<file path="src/rtl/simon_sequencer.sv">
// simon_sequencer
// Game-flow controller for the Simon datapath. A start pulse captures a
// 30-bit random word as five 6-bit symbols. The block plays a growing prefix
// of those symbols to the display and then checks the player's guesses one
// symbol at a time until the game ends in WIN or LOSE.
//
// Optional feature: define SIMON_TIMEOUT_EN to enable a guess timeout in WAIT.
// After TIMEOUT_CYCLES WAIT cycles without a guess, the game is lost.
// When the macro is undefined, WAIT lasts until a guess arrives.
module simon_sequencer #(
  parameter int HOLD_CYCLES    = 4,
  parameter int GAP_CYCLES     = 2,
  parameter int TIMEOUT_CYCLES = 1000
) (
  input  logic        clk,
  input  logic        resetn,
  input  logic        start,
  input  logic [29:0] rand_num,
  input  logic        guess_valid,
  input  logic [5:0]  guess,
  output logic        display_valid,
  output logic [5:0]  display_num,
  output logic        busy,
  output logic [2:0]  level,
  output logic        win,
  output logic        lose
);

  // Game states
  localparam logic [2:0] ST_IDLE = 3'd0;
  localparam logic [2:0] ST_SHOW = 3'd1;
  localparam logic [2:0] ST_WAIT = 3'd2;
  localparam logic [2:0] ST_WIN  = 3'd3;
  localparam logic [2:0] ST_LOSE = 3'd4;

  localparam logic [2:0] MAX_LEVEL = 3'd5;

  // The phase counters count down to zero, so they load with length-1.
  localparam logic [15:0] HOLD_LOAD = 16'(HOLD_CYCLES - 1);
  localparam logic [15:0] GAP_LOAD  = 16'(GAP_CYCLES - 1);

  logic [2:0]  state_reg, state_next;
  logic [2:0]  level_reg, level_next;
  logic [2:0]  idx_reg, idx_next;
  logic        in_gap_reg, in_gap_next;
  logic [15:0] phase_cnt_reg, phase_cnt_next;
  logic        display_valid_reg, display_valid_next;
  logic [5:0]  display_num_reg, display_num_next;
  logic        busy_reg, win_reg, lose_reg;

  // The five captured symbols. Entry k holds rand_num[6k+5:6k].
  logic [5:0]  sym_reg [0:4];
  logic        load_syms;

  logic [5:0]  cur_sym;
  logic [5:0]  next_sym;
  logic [2:0]  idx_plus;
  logic        last_idx;

`ifdef SIMON_TIMEOUT_EN
  // The timeout counter counts up. Reaching TIMEOUT_LAST on a quiet WAIT
  // cycle means that the next edge is the TIMEOUT_CYCLES-th one.
  localparam logic [31:0] TIMEOUT_LAST = 32'(TIMEOUT_CYCLES - 1);
  logic [31:0] wait_cnt_reg, wait_cnt_next;
`endif

  assign idx_plus = idx_reg + 3'd1;
  assign cur_sym  = sym_reg[idx_reg];
  assign next_sym = sym_reg[idx_plus];
  assign last_idx = (idx_reg == (level_reg - 3'd1));

  // Symbol store: all five symbols are captured together on an accepted start.
  always_ff @(posedge clk) begin
    if (!resetn) begin
      for (int k = 0; k < 5; k++) begin
        sym_reg[k] <= '0;
      end
    end else if (load_syms) begin
      for (int k = 0; k < 5; k++) begin
        sym_reg[k] <= rand_num[6*k +: 6];
      end
    end
  end

  // Next-state logic for the game FSM, the playback phases and the display.
  always_comb begin
    state_next         = state_reg;
    level_next         = level_reg;
    idx_next           = idx_reg;
    in_gap_next        = in_gap_reg;
    phase_cnt_next     = phase_cnt_reg;
    display_valid_next = display_valid_reg;
    display_num_next   = display_num_reg;
    load_syms          = 1'b0;
`ifdef SIMON_TIMEOUT_EN
    // The counter reloads in every case except a quiet WAIT cycle.
    wait_cnt_next      = '0;
`endif

    case (state_reg)
      ST_IDLE, ST_WIN, ST_LOSE: begin
        if (start) begin
          // A new game shows symbol 0 in the very next cycle.
          load_syms          = 1'b1;
          state_next         = ST_SHOW;
          level_next         = 3'd1;
          idx_next           = 3'd0;
          in_gap_next        = 1'b0;
          phase_cnt_next     = HOLD_LOAD;
          display_valid_next = 1'b1;
          display_num_next   = rand_num[5:0];
        end
      end

      ST_SHOW: begin
        if (!in_gap_reg) begin
          if (phase_cnt_reg == 16'd0) begin
            // The hold phase is over, so blank the display for the gap.
            in_gap_next        = 1'b1;
            phase_cnt_next     = GAP_LOAD;
            display_valid_next = 1'b0;
            display_num_next   = 6'd0;
          end else begin
            phase_cnt_next = phase_cnt_reg - 16'd1;
          end
        end else begin
          if (phase_cnt_reg == 16'd0) begin
            if (last_idx) begin
              // The last gap of this pass is over, so collect guesses from symbol 0.
              state_next = ST_WAIT;
              idx_next   = 3'd0;
            end else begin
              idx_next           = idx_plus;
              in_gap_next        = 1'b0;
              phase_cnt_next     = HOLD_LOAD;
              display_valid_next = 1'b1;
              display_num_next   = next_sym;
            end
          end else begin
            phase_cnt_next = phase_cnt_reg - 16'd1;
          end
        end
      end

      ST_WAIT: begin
        if (guess_valid) begin
          if (guess != cur_sym) begin
            state_next = ST_LOSE;
          end else if (!last_idx) begin
            idx_next = idx_plus;
          end else if (level_reg != MAX_LEVEL) begin
            // The whole prefix matched, so replay it one symbol longer.
            state_next         = ST_SHOW;
            level_next         = level_reg + 3'd1;
            idx_next           = 3'd0;
            in_gap_next        = 1'b0;
            phase_cnt_next     = HOLD_LOAD;
            display_valid_next = 1'b1;
            display_num_next   = sym_reg[0];
          end else begin
            state_next = ST_WIN;
          end
        end
`ifdef SIMON_TIMEOUT_EN
        else begin
          if (wait_cnt_reg == TIMEOUT_LAST) begin
            state_next = ST_LOSE;
          end else begin
            wait_cnt_next = wait_cnt_reg + 32'd1;
          end
        end
`endif
      end

      default: begin
        state_next = ST_IDLE;
      end
    endcase
  end

  // State and registered outputs. The status flags are decoded from the next state.
  always_ff @(posedge clk) begin
    if (!resetn) begin
      state_reg         <= ST_IDLE;
      level_reg         <= 3'd0;
      idx_reg           <= 3'd0;
      in_gap_reg        <= 1'b0;
      phase_cnt_reg     <= 16'd0;
      display_valid_reg <= 1'b0;
      display_num_reg   <= 6'd0;
      busy_reg          <= 1'b0;
      win_reg           <= 1'b0;
      lose_reg          <= 1'b0;
    end else begin
      state_reg         <= state_next;
      level_reg         <= level_next;
      idx_reg           <= idx_next;
      in_gap_reg        <= in_gap_next;
      phase_cnt_reg     <= phase_cnt_next;
      display_valid_reg <= display_valid_next;
      display_num_reg   <= display_num_next;
      busy_reg          <= (state_next == ST_SHOW) || (state_next == ST_WAIT);
      win_reg           <= (state_next == ST_WIN);
      lose_reg          <= (state_next == ST_LOSE);
    end
  end

`ifdef SIMON_TIMEOUT_EN
  // WAIT timeout counter
  always_ff @(posedge clk) begin
    if (!resetn) begin
      wait_cnt_reg <= '0;
    end else begin
      wait_cnt_reg <= wait_cnt_next;
    end
  end
`endif

  assign display_valid = display_valid_reg;
  assign display_num   = display_num_reg;
  assign busy          = busy_reg;
  assign level         = level_reg;
  assign win           = win_reg;
  assign lose          = lose_reg;

endmodule
</file>
<file path="config.mk">
export PLATFORM = sky130hd
export DESIGN_NAME = simon_sequencer
export DESIGN_NICKNAME = d
export VERILOG_FILES = /design/src/rtl/simon_sequencer.sv
export SDC_FILE = /design/constraint.sdc
export NUM_CORES = 1
export LEC_CHECK = 0
export CORE_UTILIZATION = 49
export DETAILED_ROUTE_END_ITERATION = 8
export PLACE_DENSITY_LB_ADDON = 0.08
export SLEW_MARGIN = 0
export SYNTH_ARGS = -nofsm -noshare
export SYNTH_HDL_FRONTEND = slang
export SYNTH_SLANG_ARGS = --single-unit
</file>
<file path="constraint.sdc">
create_clock -name clk -period 2.4 [get_ports clk]
set_input_delay 0.24 -clock clk [delete_from_list [all_inputs] [get_ports clk]]
set_output_delay 0.24 -clock clk [all_outputs]
set_load 0.1 [all_outputs]
</file>
Word-level counts from Yosys, hierarchy flattened
Memories as Yosys holds them, arrays and structs flattened. A register that Yosys moved wholly into a read port is not among the register bits. Index checks and enable logic that the tools add are counted.

Register bits: 36. Bits in latches: 0. Bits in writable memories: 30. ROM bits: 0. Input port bits: 40. Output and inout port bits: 13. Logic and storage cells: 129. Memories: 1.

Memories: sym_reg (words 5, width 6, read ports 3, clocked after memory_dff 1, write ports 5, line 52) `logic [5:0] sym_reg [0:4];`.

Add/sub/neg operators: 4. Multipliers: 0. Div/mod/pow operators: 0. Order comparisons: 0. Eq/ne operators: 21. Shift-type cells: 0. Mux-type cells: 77. Bitwise operators: 5. Reduce and logical (&&, ||, !) cells: 11.

Operators by type and width (number): 2-to-1 mux 16 bit (9); 2-to-1 mux 6 bit (14); 2-to-1 mux 3 bit (22); case mux 16 bit (3 select lines) (1); 2-to-1 mux 1 bit (24); case mux 3 bit (3 select lines) (2); case mux 6 bit (3 select lines) (1); logical NOT 16 bit (1); subtractor 16 x 1 -> 16 bit, second input constant (1); != test 2 bit, second input constant (7); AND reduction 7 bit (2); == test 3 x 2 -> 1 bit, second input constant (4); AND reduction 6 bit (2); != test 3 bit, second input constant (3); AND reduction 8 bit (1); adder 3 x 1 -> 3 bit, second input constant (2); == test 3 x 1 -> 1 bit, second input constant (2); == test 3 bit, second input constant (2); != test 6 bit (1); case mux 1 bit (3 select lines) (2); case mux 3 bit (2 select lines) (1); OR 1 bit (5); != test 4 bit, second input constant (1); == test 3 bit (1); 7 further kinds (7).

Longest topological paths before layout
Depth after elaboration: 8. Gate-level depth with buffers: 10.

Least setup slack after synthesis
Ideal clock, no wire load.

Path type: register to register. Start: register level_reg[0] (netlist: level[0]). End: register display_num_reg[0] (netlist: display_num[0]). Data arrival time: 3.200 ns. Data required time: 2.281 ns. Path slack: -0.919 ns. Cell stages (with the launch flop): 10. Buffers on the path: 0. Cell sequence: dfxtp_1 inv_1 ha_1 xor2_1 nand3_1 or4_1 nor4bb_1 a21oi_2 nor2_1 o221a_2.

Word-level cells in the longest chain between the ends: 4. Elaborated cells between the ends (all ways): 7. Those cells by class: add/sub (1); eq/ne (5); reduce/logical (1).

RTL lines: start, declared (line 43) `logic [2:0] level_reg, level_next;`; start signal, assigned (line 196) `level_reg <= level_next;`; subtractor 3 x 1 -> 3 bit (line 70) `assign last_idx = (idx_reg == (level_reg - 3'd1));`; == test 3 bit (line 70); != test 3 bit (no source line) or != test 2 bit (tied branches); AND reduction 8 bit (no source line) (*); end signal, assigned (line 201) `display_num_reg <= display_num_next;`; end, declared (line 48) `logic [5:0] display_num_reg, display_num_next;`.

Every way passes the cells marked *; elsewhere a longest branch is shown, timed or not. A chain may end at the register's enable or synchronous reset.

==> results.cfg <==
[clocking]
cts_tree = yes
hold_buffers = 0
path_clk_slew_ns = 0.08
cts.sinks = 69
cts_buffers = 9
cts.path.max_buffers = 2
cts_max_level = 3
clockRootBuffer = clkbuf_8
clkLatencyLatePin_ns = 0.36

[min_path]
holdPathStages = 2
hold_path_class = register to register
hp-start = level[2]
min_to = level[2]

[worst_setup_path]
rr_worst_depth = 9
r2r-end = display_num[4]
arrival_ns = 2.71
startpoint_type = register
path_class = register to register
crit_fanout = 15
cp-end-kind = register
worstPathRequired_ns = 2.64
r2r_setup_slack_ns = -0.06

[sta]
setup_viol = 21
fin_skew_ns = 0.01613
max-slew-margin-rel_pct = 60.53
max_freq_mhz = 406.0
finalCriticalPeriod_ns = 2.463
finalMaxSlewViolations = 0
fin_tns_setup_ns = -0.6543
rsz0062_at_grt = true
hold_viol_final = 0
holdWs_ns = 0.5160
worst_slew_pin_slew_ns = 0.5868
finalWorstSetupSlack_ns = -0.06301
fin_crit_sh_pct = 102.6

[logic_synthesis]
netlist_top_cells_area = edfxtp_1 25%, dfxtp_1 21%, mux4_2 7.4%, and2_1 5.5%, mux2i_1 3.3%
synthMostInstantiatedCell = dfxtp_1
synth.cell_area_um2 = 3655
yosys_warnings = 0
synth.top_cell.area_share_pct = 24.65
synthArstFlopShare_pct = 0
ys_seq_elements = 69
netlist_instances = 349
syn_nets = 394
synth_edf_count = 30
synthFlopType = dfxtp_1
ys_seq_area_share_pct = 46.01
syn-mean-instance-area_um2 = 10.47
synth_common_cells = 39 x dfxtp_1, 32 x and2_1, 30 x edfxtp_1, 29 x nand2_1, 21 x nor2_1
yosysTopAreaCell = edfxtp_1
yosysUniqueCellTypes = 51

[cells_and_area]
largest_reg_flops = 30
diodes = 0
nNetsFinal = 491
utilization_pct = 70.55
drive_above_1_share_pct = 31.04
layout.cells.non_filler = 550
areaGrowthSynthToFinish_pct = 39.27

[drt]
drt-pass1-iter-count = 4
vias_per_cell = 5.645
vias = 3105
drtIter0Drc = 156
wl_mm = 9.053
ant_nets = 0
route.detailed.drc = 0
wl_per_cell_um = 16.46

[global_route]
grt_max_degree = 31
grt_pass1_vias = 3017
grt_pass1_wl_mm = 14.34
overflow = 0
antenna_found_initial = 0
grt_use_total_pct = 24.72

[die]
die_x_um = 88.37
floorplan.initialDensity_pct = 50.66
die_h_um = 88.37
dieArea_um2 = 7808
rows = 31
pin_count = 53
core_um2 = 7214

[run_status]
outcome = finished with violations
failed_checks = negative setup slack

[run]
drv_cap = 0

[power_and_ir_drop]
p_sw_mw = 1.403
switching_share_pct = 34.76
p_int_mw = 2.632
pwr-share-clk_pct = 26.9
powerDensity_nw_per_um2 = 792.7
irDropWorstVdd_v = 0.0004536
leakagePower_nw = 1.999
combPwrFrac_pct = 36.4
seqPwrFrac_pct = 36.7

[placed_design]
numPortBuffers = 52
gp_congestion = 0.8396
dp_hpwl_mm = 6.583
placed_cells = 532
-- placed cells by master (no fill, tap or decap), types with 11 or more instances in the layout --
| cell type | instances |
|---|---|
| mux4_2 | 12 |
| buf_4 | 54 |
| a21oi_1 | 11 |
| nor2_1 | 18 |
| clkdlybuf4s50_1 | 39 |
| edfxtp_1 | 30 |
| and2_1 | 31 |
| dfxtp_1 | 35 |
| o21ai_0 | 16 |
| nand2_1 | 29 |
-- how the worst max path moves through the flow --
| stage | cells past startpoint | end | startpoint |
|---|---|---|---|
| floorplan | 8 | register | register |
| global placement | 8 | register | register |
| detailed placement | 8 | register | register |
| CTS | 8 | idx_reg[2] | sym_reg[3][4] |
| global route | 8 | register | sym_reg[3][4] |
| finish | 9 | display_num[4] | register |
-- cell type report --
cell class              instances  area, µm²
clock inverters                 6      85.08
inverters                      10      42.54
fillers                       551       2125
well taps                      99      123.9
repair buffers                100      927.1
flip-flops and latches         69       1694
multi-input cells             256       2079
clock buffers                  10      137.6
-- power by group through the flow --
stage	clock [mW]	combinational [mW]	sequential, mW
floorplan	0	0.665	1.70
global placement	0	1.35	1.49
detailed placement	0	1.38	1.50
CTS	1.09	1.40	1.47
global route	1.15	1.59	1.50
finish	1.08	1.47	1.48
-- per-layer routing --
layer	up-vias	routed length, µm	global-route usage, %
met3	16	330	4.011
li1	1504	-	-
met2	76	4652	43.15
met5	-	0	0
met1	1509	3902	30.75
met4	0	168	9.384
-- cells by family after synthesis --
logic type	share of synthesized area [%]
adder cells (fa/ha/maj)	1.712
multiplexers	10.68
XOR/XNOR	3.252
AO/OA/AOI/OAI	16.13
flip-flops	46.01
buffers and inverters	2.636
AND/OR/NAND/NOR	19.58
-- critical path, stage by stage (launching register included) --
cell	delay (ns)
dfxtp_4	0.40
buf_12	0.11
mux4_2	0.49
mux2i_2	0.19
xnor2_1	0.15
buf_4	0.17
nor4bb_4	0.34
a21oi_4	0.12
buf_12	0.16
o221a_2	0.22
-- timing repair --
| action | CTS | global route |
|---|---|---|
| setup buffers | 1 | 1 |
| pin swaps | 3 | 5 |
| resized for setup | 9 | 21 |
| setup endpoints to repair | 33 | 38 |
-- per-stage QoR --
stage | worst slack, ns | area (µm²) | power, mW
floorplan | -0.1124 | 3755 | 2.364
global placement | -0.1384 | 4705 | 2.842
detailed placement | -0.1886 | 4705 | 2.878
CTS | -0.1051 | 4976 | 3.965
global route | -0.1746 | 5090 | 4.238
finish | -0.06301 | 5090 | 4.035
No activity file was read; power rests on OpenSTA's default activity.
